`src/rtl/vec_pkg.sv`:
```
// Shared types and constants for the vector store path.
package vec_pkg;
  localparam int VLANES     = 5;
  localparam int VWIDTH     = 32;
  localparam int WORD_BYTES = 4;
  localparam int LANE_IDX_W = 3;

  typedef logic [LANE_IDX_W-1:0] lane_idx_t;

  typedef enum logic [1:0] {
    IDLE  = 2'd0,
    WRITE = 2'd1,
    DONE  = 2'd2
  } vst_state_t;
endpackage

```
`src/rtl/vec_next_lane.sv`:
```
// Lowest-set-bit priority encoder over a lane mask, plus an any-set flag.
module vec_next_lane
  import vec_pkg::*;
#(
  parameter int LANES = VLANES
) (
  input  logic [LANES-1:0] mask,
  output lane_idx_t        idx,
  output logic             any
);

  // Scan from the top so the last hit is the lowest set bit.
  always_comb begin
    idx = '0;
    any = 1'b0;
    for (int i = LANES - 1; i >= 0; i--) begin
      if (mask[i]) begin
        idx = lane_idx_t'(i);
        any = 1'b1;
      end
    end
  end

endmodule

```
`src/rtl/vec_store_serializer.sv`:
```
// Drains one captured 5-lane vector to the data-memory write port, one word per grant.
// Optional VSTORE_STRIDE_EN adds a per-request lane stride (default stride is one word).
module vec_store_serializer
  import vec_pkg::*;
#(
  parameter int LANES = VLANES,
  parameter int DW    = VWIDTH,
  parameter int AW    = 32
) (
  input  logic             clk,
  input  logic             reset_n,
  input  logic             in_valid,
  output logic             in_ready,
  input  logic [AW-1:0]    base_addr,
`ifdef VSTORE_STRIDE_EN
  input  logic [AW-1:0]    stride,
`endif
  input  logic [LANES-1:0] lane_mask,
  input  logic [LANES*DW-1:0] vec_data,
  output logic             mem_req,
  input  logic             mem_gnt,
  output logic [AW-1:0]    mem_addr,
  output logic [DW-1:0]    mem_wdata,
  output logic             busy,
  output logic             done,
  output vst_state_t       dbg_state
);

  // Handshakes: a request transfers on in_valid & in_ready; a memory write
  // transfers on mem_req & mem_gnt, and mem_addr/mem_wdata hold until then.

  vst_state_t          state_q, state_d;
  logic [AW-1:0]       base_q;
  logic [LANES-1:0]    mask_q, enc_mask;
  logic [LANES*DW-1:0] vec_q, sel_vec;
  lane_idx_t           lane_q, enc_idx;
  logic                enc_any, accept, load_lane;
  logic [AW-1:0]       sel_base, sel_stride, lane_addr;
  logic [DW-1:0]       lane_data;

  assign in_ready  = (state_q == IDLE);
  assign mem_req   = (state_q == WRITE);
  assign busy      = (state_q != IDLE);
  assign done      = (state_q == DONE);
  assign dbg_state = state_q;
  assign accept    = in_valid & in_ready;

`ifdef VSTORE_STRIDE_EN
  logic [AW-1:0] stride_q;

  always_ff @(posedge clk or negedge reset_n) begin
    if (!reset_n)    stride_q <= '0;
    else if (accept) stride_q <= stride;
  end

  assign sel_stride = (state_q == IDLE) ? stride : stride_q;
`else
  assign sel_stride = AW'(WORD_BYTES);
`endif

  // In IDLE the encoder sees the incoming mask; in WRITE, the mask minus the lane being granted.
  assign enc_mask  = (state_q == IDLE) ? lane_mask : (mask_q & ~(LANES'(1) << lane_q));
  assign sel_base  = (state_q == IDLE) ? base_addr : base_q;
  assign sel_vec   = (state_q == IDLE) ? vec_data : vec_q;
  assign lane_addr = sel_base + AW'(enc_idx) * sel_stride;
  assign lane_data = sel_vec[enc_idx*DW +: DW];

  vec_next_lane #(.LANES(LANES)) u_next_lane (
    .mask (enc_mask),
    .idx  (enc_idx),
    .any  (enc_any)
  );

  always_ff @(posedge clk or negedge reset_n) begin
    if (!reset_n) state_q <= IDLE;
    else          state_q <= state_d;
  end

  always_comb begin
    state_d   = state_q;
    load_lane = 1'b0;
    case (state_q)
      IDLE: begin
        if (accept) begin
          load_lane = enc_any;
          state_d   = enc_any ? WRITE : DONE;
        end
      end
      WRITE: begin
        if (mem_gnt) begin
          load_lane = enc_any;
          state_d   = enc_any ? WRITE : DONE;
        end
      end
      DONE:    state_d = IDLE;
      default: state_d = IDLE;
    endcase
  end

  always_ff @(posedge clk or negedge reset_n) begin
    if (!reset_n) begin
      base_q    <= '0;
      mask_q    <= '0;
      vec_q     <= '0;
      lane_q    <= '0;
      mem_addr  <= '0;
      mem_wdata <= '0;
    end else begin
      if (accept) begin
        base_q <= base_addr;
        mask_q <= lane_mask;
        vec_q  <= vec_data;
      end else if (state_q == WRITE && mem_gnt) begin
        mask_q <= enc_mask;
      end
      if (load_lane) begin
        lane_q    <= enc_idx;
        mem_addr  <= lane_addr;
        mem_wdata <= lane_data;
      end
    end
  end

endmodule
```
`config.mk`:
```
export PLATFORM = sky130hd
export DESIGN_NAME = vec_store_serializer
export DESIGN_NICKNAME = d
export VERILOG_FILES = /design/src/rtl/vec_pkg.sv /design/src/rtl/vec_next_lane.sv /design/src/rtl/vec_store_serializer.sv
export SDC_FILE = /design/constraint.sdc
export NUM_CORES = 1
export LEC_CHECK = 0
export CORE_MARGIN = 5
export CORE_UTILIZATION = 56
export CTS_BUF_LIST = sky130_fd_sc_hd__clkbuf_16
export DETAILED_ROUTE_END_ITERATION = 16
export MAX_ROUTING_LAYER = met4
export PLACE_DENSITY_LB_ADDON = 0.1
export SYNTH_ARGS = -nofsm -noshare
export SYNTH_HDL_FRONTEND = slang
export SYNTH_SLANG_ARGS = --single-unit
```
`constraint.sdc`:
```
create_clock -name clk -period 9.95 [get_ports clk]
set_clock_uncertainty 0.2 [all_clocks]
set_input_delay 1.4925 -clock clk [delete_from_list [all_inputs] [get_ports clk]]
set_output_delay 1.4925 -clock clk [all_outputs]
set_load 0.01 [all_outputs]
```
; ---- Yosys cells after proc, flatten, opt, wreduce, memory -nomap -nowiden
; Index checks and enable logic that the tools add are counted.
[op_classes]
muxes = 22
n_eq_ne = 4
n_reduce_logical = 5
n_addsub = 1
n_div = 0
mul = 0
n_lt_le_gt_ge = 0
n_bitwise = 3
shift = 2
[ops]
columns = operator, n
row1 = $mux 160, 1
row2 = $shiftx 160x9->32, 1
row3 = $add 32x5->32, 1
row4 = $mux 32, 1
row5 = $mux 3, 5
row6 = $mux 5, 3
row7 = $mux 1, 7
row8 = $mux 2, 3
row9 = $and 5x5->5, 1
row10 = $not 5->5, 1
row11 = $shl 1x3->5 const A, 1
row12 = $ne 2x1->1 const B, 2
row13 = $pmux 2 s2, 1
row14 = $reduce_bool 2->1, 2
row15 = $eq 2x1->1 const B, 1
row16 = $eq 2x2->1 const B, 1
row17 = $logic_not 2->1, 1
row18 = $pmux 1 s2, 1
row19 = $reduce_and 2->1, 1
row20 = $and 1x1->1, 1
row21 = $logic_and 1x1->1, 1
[totals]
latchBits = 0
reg_bits = 266
mem_bits_rw = 0
input_bits = 201
wordCells = 44
out_inout_bits = 70
mem_bits_ro = 0
memories = 0

; ---- Longest topological paths before layout
; Gate-level depths: netlist of the first run.
[depth]
ltp_word = 12
depth_mapped = 17

; ---- Hierarchy
; From an unflattened synthesis of the first run, not the netlist that was laid out.
[hier_totals]
hier_cells = 1064
hier_area_um2 = 13899.6
[by_module_without_submodules]
columns = module, seq_area_each_um2, area_per_inst_um2, cells_each, n_inst
row1 = vec_store_serializer, 6656.4, 13850.8, 1056, 1
row2 = vec_next_lane, 0.0, 48.8, 8, 1

; ---- Worst setup path before layout of the first run
; OpenSTA, ideal clock, no wires.
[synth_timing]
path_type = input port to flip-flop
start = input port lane_mask[2]
end = register mem_addr[19]
setup_slack_ps = 5723
required_ps = 9618
setup_ps = 132
path_stages = 12
n_path_buf = 2
arrival_time_ps = 3895
path_cell_list = or2_1 a222oi_1 nor3_1 buf_2 buf_4 ha_1 a21o_1 a21o_1 nand2_1 a2111oi_0 xor2_1 o21ai_1
[synth_lines]
columns = item, line_no
row1 = start: declaration, vec_store_serializer.sv:18  ; input logic [LANES-1:0] lane_mask,
row2 = $mux 5, vec_store_serializer.sv:62  ; assign enc_mask = (state_q == IDLE) ? lane_mask : (mask_q & ~(LANES'(1) << lane_q));
row3 = $mux 3 (3 in a row), vec_next_lane.sv:17  ; if (mask[i]) begin
row4 = via enc_idx[1], vec_store_serializer.sv:36  ; lane_idx_t lane_q, enc_idx;
row5 = $add 32x5->32, vec_store_serializer.sv:65  ; assign lane_addr = sel_base + AW'(enc_idx) * sel_stride;
row6 = end signal: assignment, vec_store_serializer.sv:118  ; mem_addr <= lane_addr;
row7 = end: declaration, vec_store_serializer.sv:22  ; output logic [AW-1:0] mem_addr,
; The timed path passes the listed nets, and every way through them passes these cells.
; A chain may end at the register's enable or synchronous reset.

; ---- Worst setup path in the final report of the first run
[layout_timing]
start = register state_q[0] (netlist: dbg_state[0])
end = register mem_addr[28]
[layout_between]
elab_chain_cells = 9
[layout_rtl]
columns = item, line_no
row1 = start: declaration, vec_store_serializer.sv:32  ; vst_state_t state_q, state_d;
row2 = start signal: assignment, vec_store_serializer.sv:76  ; else state_q <= state_d;
row3 = "parallel branches: the longest is 9 deep, another holds $add 32x5->32", -
; Several ways; the timed one is not identified.

==> results.cfg, run 1 <==
[run_status]
run_status = finished, final reports clean

[placed_design]
gp_congestion = 0.874
placement.io_buffers = 270
pre_cts_ws_ps = 4480
detailedPlacementHpwl_um = 22300

[timing]
period_minus_slack_ps = 4980
tns_ps = 0
setup_violations = 0
drv_slew = 0
period_share = 0.501
setup_ws_ps = 4970
slew-limit-headroom = 0.253
max_freq_ghz = 0.201
unrepaired_setup_endpoints_after_global_routing = no
tightest_slew_ps = 1120
final-hold-violation-count = 0

[yosys]
synth_top_family_by_area = multiplexers
yosys-mux-area-fraction = 0.315
postSynthCellCount = 994
ys.warnings.count = 0
synth_xor_area_frac = 0.0177
yosys_most_used_dff = dfrtp_1
ys_types = 53
synthArstFlopShare = 1.00
synth-adder-area-share = 0.00431
synth-edff-count = 0
synthesis.nets = 1199
post_synth_and_or_nand_nor_area_fraction = 0.0562
post_synth_instance_area_um2 = 13400
syn_avg_cell_area_um2 = 13.4
synth_seq_area_share = 0.498
synth_compound_gate_area_share = 0.0840
register_bit_count_reported_by_yosys = 266

[cts]
clockRootBuffer = clkbuf_16
clock_path_buffers = 3
worst_skew_late_latency_ps = 530
post_cts_resize_count = 0
clkTransAtPathRegs_ps = 60
htree_levels = 1
cts_sink_count = 266
holdBufCountCts = 0
post_cts_buffers = 0
tritoncts_clock_tree = built
numCtsBuffers = 28

[worst_setup_path]
crit_path_end_kind = flop
setup.reg_to_reg.worst_slack_ps = 4970
r2r-start = dbg_state[0]$_DFFE_PN0P_
cp-start-kind = flop
r2r_cells = 14
critical_path_peak_fanout = 80
timing_worst_setup_path_type = flop to flop
crit_required_ps = 10130
reg2reg_to = mem_addr[28]$_DFFE_PN0P_
timing.critical_path.arrival_ps = 5160

[finish]
layout_common_cells = 269 x clkdlybuf4s50_1, 266 x dfrtp_1, 153 x mux2_2
finish.net_count = 1437
fillCellCount = 1642
layout.cells.most_common = clkdlybuf4s50_1
area_growth_syn_to_layout_pct = 28.6
layout-drive-gt1-share = 0.219

[power]
leakage_uw = 0.00688
power.ir.vdd_worst_uv = 196
fin_total_pwr_uw = 5820
p_per_area_nw_per_um2 = 339

[die]
start_util = 0.569
fp.dieArea_um2 = 27000
fp.coreArea_um2 = 23500
num_rows = 56
io_count = 271
dieWidth_um = 164
chipHeight_um = 164

[global_routing]
gr-max-usage-layer = met2
grt_util_all_layers = 0.255
grt_start_max_net_pins = 118
first_global_vias = 9670
use_met3 = 0.0636
grt_antenna_before_repair = 2
grt_overflow_total = 0
grt_util_met2 = 0.396
grt_pass1_wl_um = 53200
grt.met1_usage = 0.345

[drt]
drt_iter0_drc = 619
drtAntennaViolNets = 0
detail_route.wirelength_um = 33500
drt_drc_violations_left = 0
drtPass1Iterations = 5
avgViaCountPerCell = 5.90
routed_wire_length_per_instance_um = 21.2
num_vias = 9293

[flow_run]
maxCapViolCount = 0

[worst_hold_path]
min_to = vec_q[27]$_DFFE_PN0P_
hold_class = flop to flop
worstHoldStart = vec_q[27]$_DFFE_PN0P_
min_delay_path_depth = 1
Yosys cell counts, types with 8 or more instances:
cell type | count | area share
a21oi_1 | 8 | 0.0030
a221o_1 | 32 | 0.024
buf_2 | 16 | 0.0060
clkbuf_1 | 51 | 0.014
dfrtp_1 | 266 | 0.50
mux2_1 | 43 | 0.036
mux2_2 | 153 | 0.13
mux2i_1 | 56 | 0.042
mux4_2 | 64 | 0.11
nand2_1 | 76 | 0.021
nand3_1 | 10 | 0.0037
nor2_1 | 17 | 0.0048
nor4_1 | 8 | 0.0037
o211ai_1 | 12 | 0.0067
o21ai_0 | 8 | 0.0030
o21ai_1 | 36 | 0.013
o2bb2ai_1 | 32 | 0.021
xnor2_1 | 11 | 0.0072
xor2_1 | 16 | 0.010
through the flow:
step,util,hold slack (ps),cell area (um^2),std cells
detailed placement,0.694,274,16300,1521
global route,0.732,293,17200,1573
floorplan,-,246,13400,994
CTS,0.732,288,17200,1571
global placement,0.694,262,16300,1521
finish,0.732,283,17200,1576
layer usage:
| metal | vias up | wire, um |
|---|---|---|
| li1 | 4241 | - |
| met1 | 4681 | 13900 |
| met2 | 316 | 16200 |
| met3 | 55 | 2710 |
| met4 | 0 | 737 |
| met5 | - | 0 |
critical path, cell delays in order (launching register included):
cell and delay (ps):
dfrtp_1 360, buf_4 240, or2_1 340, inv_8 550, a222oi_1 290, nor3_2 230
buf_4 750, inv_2 110, fa_1 480, nand2b_1 180, a22oi_1 410, nand3_1 120
nor4_1 270, xor2_1 180, o21ai_1 80
registers in the layout, summed over array words and instances, names as in the netlist:
register   cells
vec_q        160
lane_q         3
base_q        32
mem_addr      32
dbg_state      2
mask_q         5
mem_wdata     32
worst max path at each step:
stage                                         from                  endpoint  slack (ps)  cells after the start
after floorplan                       lane_mask[2]  mem_addr[19]$_DFFE_PN0P_        5720                     12
after global placement                lane_mask[2]  mem_addr[28]$_DFFE_PN0P_        4570                     13
after detailed placement              lane_mask[2]  mem_addr[28]$_DFFE_PN0P_        4480                     13
after CTS                 dbg_state[0]$_DFFE_PN0P_  mem_addr[28]$_DFFE_PN0P_        4880                     14
after global routing      dbg_state[0]$_DFFE_PN0P_  mem_addr[28]$_DFFE_PN0P_        4590                     14
final                     dbg_state[0]$_DFFE_PN0P_  mem_addr[28]$_DFFE_PN0P_        4970                     14
kinds of logic (layout without fill, tap and decap cells):
logic type      after synthesis  after routing
compound gates              149            149
xor+xnor                     27             27
fa+ha+maj                     4              4
buf+inv                      79            337
flops                       266            266
mux                         316            316
other cells                   0              5
simple gates                153            153
power by group:
part | total [uW] | switching, uW | internal [uW]
logic | 2870 | 1320 | 1550
clock network | 1020 | 419 | 599
registers | 1940 | 293 | 1640
area by class of cell:
| type | count | area [um^2] | share of cell area |
|---|---|---|---|
| Antenna cell | 5 | 12.5 | 0.000728 |
| Clock buffer | 29 | 726 | 0.0422 |
| Clock inverter | 21 | 165 | 0.00961 |
| Inverter | 7 | 33.8 | 0.00197 |
| Multi-Input combinational cell | 649 | 6410 | 0.373 |
| Sequential cell | 266 | 6660 | 0.387 |
| Tap cell | 319 | 399 | 0.0232 |
| Timing Repair Buffer | 280 | 2780 | 0.162 |
Note: power is estimated with default switching activity, not from simulation.
==> run 2, diff against run 1 <==
--- a/config.mk
+++ b/config.mk
@@ -6,7 +6,7 @@
 export NUM_CORES = 1
 export LEC_CHECK = 0
 export CORE_MARGIN = 5
-export CORE_UTILIZATION = 56
+export CORE_UTILIZATION = 47
 export CTS_BUF_LIST = sky130_fd_sc_hd__clkbuf_16
 export DETAILED_ROUTE_END_ITERATION = 16
 export MAX_ROUTING_LAYER = met4
==> constraint.sdc (replaced) <==
create_clock -name clk -period 4.3 [get_ports clk]
set_clock_uncertainty 0.2 [all_clocks]
set_input_delay 0.645 -clock clk [delete_from_list [all_inputs] [get_ports clk]]
set_output_delay 0.645 -clock clk [all_outputs]
set_load 0.01 [all_outputs]
==> results.cfg, run 2 (synthesized netlist as in run 1, its figures left out) <==
[global_routing]
grt_start_max_net_pins = 100
grt_antenna_before_repair = 7
grt_pass1_wl_um = 54800
grt_overflow_total = 0
first_global_vias = 9886
grt_util_all_layers = 0.222

[drt]
avgViaCountPerCell = 5.61
detail_route.wirelength_um = 34300
met2_length_um = 16400
top_signal_layer_used = met4
drtPass1Iterations = 4
drt_iter0_drc = 498
drt_drc_violations_left = 0
routed_wire_length_per_instance_um = 20.6
drtAntennaViolNets = 0
num_vias = 9322
wl_met3_um = 2570
route.layer.met1.wl_um = 14400

[finish]
largest_register_ff_count = 160
area_growth_syn_to_layout_pct = 30.9
layout_common_cells = 269 x clkdlybuf4s50_1, 266 x dfrtp_1, 153 x mux2_2
layout.cells.most_common = clkdlybuf4s50_1
largest_register_by_flop_count = vec_q
utilization = 0.626
layout-drive-gt1-share = 0.229
finish.net_count = 1460

[worst_setup_path]
critical_path_peak_fanout = 28
crit_required_ps = 4530
timing_worst_setup_path_type = flop to flop
crit_path_start = dbg_state[0]$_DFFE_PN0P_
crit_path_end_kind = flop
r2r-start = dbg_state[0]$_DFFE_PN0P_
cp-start-kind = flop
timing.critical_path.arrival_ps = 4040

[timing]
period_minus_slack_ps = 3810
tns_ps = 0
period_share = 0.886
max_freq_ghz = 0.263
slew-limit-headroom = 0.306
drv_slew = 0
tightest_slew_ps = 1040
final-hold-violation-count = 0
unrepaired_setup_endpoints_after_global_routing = no
setup_violations = 0

[die]
num_rows = 61
fp.coreArea_um2 = 27900
dieWidth_um = 179
start_util = 0.478
fp.dieArea_um2 = 31900
chipHeight_um = 179
io_count = 271

[placed_design]
placement.io_buffers = 270
detailedPlacementHpwl_um = 23500
gp_congestion = 0.863

[cts]
clkTransAtPathRegs_ps = 70
numCtsBuffers = 30
post_cts_resize_count = 0
htree_levels = 1
tritoncts_clock_tree = built
post_cts_buffers = 0
worst_skew_late_latency_ps = 560
clockRootBuffer = clkbuf_16
cts_sink_count = 266
clock_path_buffers = 3
holdBufCountCts = 1

[run_status]
run_status = finished, final reports clean

[power]
p_per_area_nw_per_um2 = 775
power.ir.vdd_worst_uv = 394
leakage_uw = 0.00700

[flow_run]
maxCapViolCount = 0

[worst_hold_path]
hold_class = flop to flop
worstHoldStart = vec_q[56]$_DFFE_PN0P_
==> run 2: cell types whose count changed in the layout (fill, tap and decap cells not counted), sizes merged <==
cell / delta
clkinvlp: +1
dlygate4sd3: +1
clkinv: +1
clkbuf: +1
diode: +2
inv: +2
bufinv: -2
buf: +20
==> run 2: path summary, 6_finish.rpt <==
| check | to | slack, ps | cells after the start |
|---|---|---|---|
| min in group asynchronous | base_q[17]$_DFFE_PN0P_ | 500 | 2 |
| max in group asynchronous | vec_q[18]$_DFFE_PN0P_ | 2410 | 3 |
| worst min-delay path | vec_q[56]$_DFFE_PN0P_ | 280 | 1 |
| worst min register to register | vec_q[56]$_DFFE_PN0P_ | 280 | 1 |
| worst max-delay path | mem_addr[28]$_DFFE_PN0P_ | 490 | 12 |
| worst max register to register | mem_addr[28]$_DFFE_PN0P_ | 490 | 12 |
==> run 2: layer usage <==
layer,GRT usage,up-vias
li1,-,4300
met1,0.293,4711
met2,0.343,254
met3,0.0600,57
met4,0.0614,0
met5,-,-
==> run 2: per-stage QoR <==
step,total power (uW),std cells,setup WS (ps),hold slack [ps],area (um^2)
detailed placement,11400,1600,308,274,16600
CTS,13700,1654,444,287,17500
finish,13600,1661,491,280,17500
global route,14500,1661,262,299,17500
global placement,11200,1600,435,262,16600
floorplan,9130,994,511,149,13400
==> run 2: power breakdown <==
part	internal (uW)	switching [uW]	leakage, uW
registers	3800	670	0.00319
logic	3710	3050	0.00334
clock network	1310	1010	0.000463
total	8830	4730	0.00700
==> run 2: critical path: stages (launching register included) <==
cell	delay, ps
dfrtp_1	470
or2_1	340
buf_4	280
a32o_1	330
nor3_2	210
inv_2	80
fa_1	450
nand2b_1	170
a22oi_1	440
nand3_1	140
nor4_1	300
xor2_1	200
o21ai_1	70
==> run 2: layout make-up <==
class                      instances  area [um^2]
fill                            2243        10400
sequential                       266         6660
multi-input combinational        649         6410
timing repair buffer             301         3020
clock buffer                      30          751
tap                              378          473
clock inverter                    23          133
inverter                           7         33.8
antenna                            7         17.5
==> run 3, diff against run 2 <==
--- a/config.mk
+++ b/config.mk
@@ -6,8 +6,8 @@
 export NUM_CORES = 1
 export LEC_CHECK = 0
 export CORE_MARGIN = 5
-export CORE_UTILIZATION = 47
-export CTS_BUF_LIST = sky130_fd_sc_hd__clkbuf_16
+export CORE_UTILIZATION = 48
+export CTS_BUF_LIST = sky130_fd_sc_hd__clkbuf_4 sky130_fd_sc_hd__clkbuf_8
 export DETAILED_ROUTE_END_ITERATION = 16
 export MAX_ROUTING_LAYER = met4
 export PLACE_DENSITY_LB_ADDON = 0.1
==> results.cfg, run 3 (synthesized netlist as in run 1, its figures left out) <==
[run_status]
run_status = complete, but fails checks
violated_checks = negative hold slack

[power]
p_per_area_nw_per_um2 = 773
leakage_uw = 0.00704
seq_power_share = 0.330
clock_power_share = 0.174
netSwitchingPower_uw = 4680
power.ir.vdd_worst_uv = 434
portion_of_total_power_attributed_to_combinational_logic = 0.496
swShare = 0.346
internal_power_uw = 8850

[finish]
fillCellCount = 2162
utilization = 0.634
layout-drive-gt1-share = 0.257
largest_register_ff_count = 160
area_growth_syn_to_layout_pct = 31.1
largest_register_by_flop_count = vec_q
layout.cells.most_common = clkdlybuf4s50_1
layout_common_cells = 269 x clkdlybuf4s50_1, 266 x dfrtp_1, 153 x mux2_2
finish.net_count = 1475

[worst_setup_path]
timing_worst_setup_path_type = flop to flop
cp-start-kind = flop
crit_required_ps = 4530
r2r_cells = 14
critical_path_peak_fanout = 31
setup.reg_to_reg.worst_slack_ps = 460
crit_path_end_kind = flop
timing.critical_path.arrival_ps = 4070
r2r-start = dbg_state[1]$_DFFE_PN0P_
reg2reg_to = mem_addr[28]$_DFFE_PN0P_

[cts]
tritoncts_clock_tree = built
post_cts_resize_count = 0
numCtsBuffers = 48
clock_path_buffers = 3
worst_skew_late_latency_ps = 540
clkTransAtPathRegs_ps = 60
cts_sink_count = 266
holdBufCountCts = 0
htree_levels = 2
post_cts_buffers = 0
clockRootBuffer = clkbuf_8

[global_routing]
grt_start_max_net_pins = 123
grt_pass1_wl_um = 54600
first_global_vias = 9991
grt_util_all_layers = 0.225
grt_antenna_before_repair = 4
grt_overflow_total = 0

[placed_design]
detailedPlacementHpwl_um = 22900
placement.io_buffers = 270
gp_congestion = 0.876

[timing]
period_share = 0.894
final-hold-violation-count = 4
unrepaired_setup_endpoints_after_global_routing = no
tns_ps = 0
setup_violations = 0
period_minus_slack_ps = 3840
slew-limit-headroom = 0.340
fin_worst_hold_slack_ps = -4.74
tightest_slew_ps = 989
drv_slew = 0
max_freq_ghz = 0.260

[die]
num_rows = 61
start_util = 0.484
dieWidth_um = 177
chipHeight_um = 177
fp.dieArea_um2 = 31300
fp.coreArea_um2 = 27600
io_count = 271

[flow_run]
maxCapViolCount = 0

[drt]
drt_iter0_drc = 512
drtAntennaViolNets = 0
avgViaCountPerCell = 5.53
num_vias = 9306
drt_drc_violations_left = 0
routed_wire_length_per_instance_um = 20.2
drtPass1Iterations = 4
detail_route.wirelength_um = 33900

[worst_hold_path]
hold_class = primary input to asynchronous set/reset pin
## run 3: cell count changes in the layout (fill, tap and decap cells not counted), moves of 2 or more
cell	change
clkbuf_16	-30
clkbuf_8	+57
clkinv_1	-8
diode_2	-3
inv_1	-9
buf_12	-2
clkbuf_4	+21
## run 3: worst max-delay path by stage
stage / from / end
2_1_floorplan: dbg_state[0]$_DFFE_PN0P_ / mem_addr[28]$_DFFE_PN0P_
3_3_place_gp: lane_mask[1] / mem_addr[14]$_DFFE_PN0P_
3_5_place_dp: lane_mask[1] / mem_addr[14]$_DFFE_PN0P_
4_1_cts: dbg_state[1]$_DFFE_PN0P_ / mem_addr[12]$_DFFE_PN0P_
5_1_grt: dbg_state[1]$_DFFE_PN0P_ / mem_addr[28]$_DFFE_PN0P_
6_report: dbg_state[1]$_DFFE_PN0P_ / mem_addr[28]$_DFFE_PN0P_
## run 3: area by class of cell
class | instances | area (um^2) | share of cell area
tap | 378 | 473 | 0.0270
clock inverter | 3 | 15.0 | 0.000858
clock buffer | 78 | 942 | 0.0538
inverter | 7 | 33.8 | 0.00193
multi-input combinational | 649 | 6410 | 0.366
antenna | 4 | 10.0 | 0.000572
timing repair buffer | 298 | 2970 | 0.170
sequential | 266 | 6660 | 0.380
## run 3: metal layers
| layer | global-route usage | wire length (um) | vias up |
|---|---|---|---|
| li1 | - | - | 4338 |
| met5 | - | 0 | - |
| met3 | 0.0649 | 2510 | 61 |
| met2 | 0.346 | 15800 | 266 |
| met1 | 0.297 | 14800 | 4641 |
| met4 | 0.0571 | 809 | 0 |
## run 3: critical path, stage by stage, from the launching register on
cell and delay [ps]:
dfrtp_1 500, or2_1 340, inv_8 230, a22o_1 210
a21oi_1 120, nor2b_1 190, ha_1 200, inv_1 50
fa_1 400, nand2b_1 180, a22oi_1 450, nand3_1 150
nor4_1 270, xor2_1 170, o21ai_1 70
## run 3: through the flow
stage | setup slack [ps] | total power (uW) | instance area [um^2] | cells | hold WS (ps)
after global routing | 191 | 14500 | 17500 | 1683 | 68.4
after global placement | 520 | 11100 | 16500 | 1598 | 262
final | 458 | 13500 | 17500 | 1683 | -4.74
after detailed placement | 415 | 11300 | 16500 | 1598 | 270
after CTS | 447 | 13700 | 17500 | 1679 | 42.6
after floorplan | 511 | 9130 | 13400 | 994 | 149
## run 3: power by group through the flow
stage	clock network, uW	registers (uW)	logic, uW
finish	2360	4470	6710
global route	2550	4630	7350
detailed placement	0	4500	6800
CTS	2440	4460	6820
global placement	0	4430	6700
floorplan	0	4450	4670
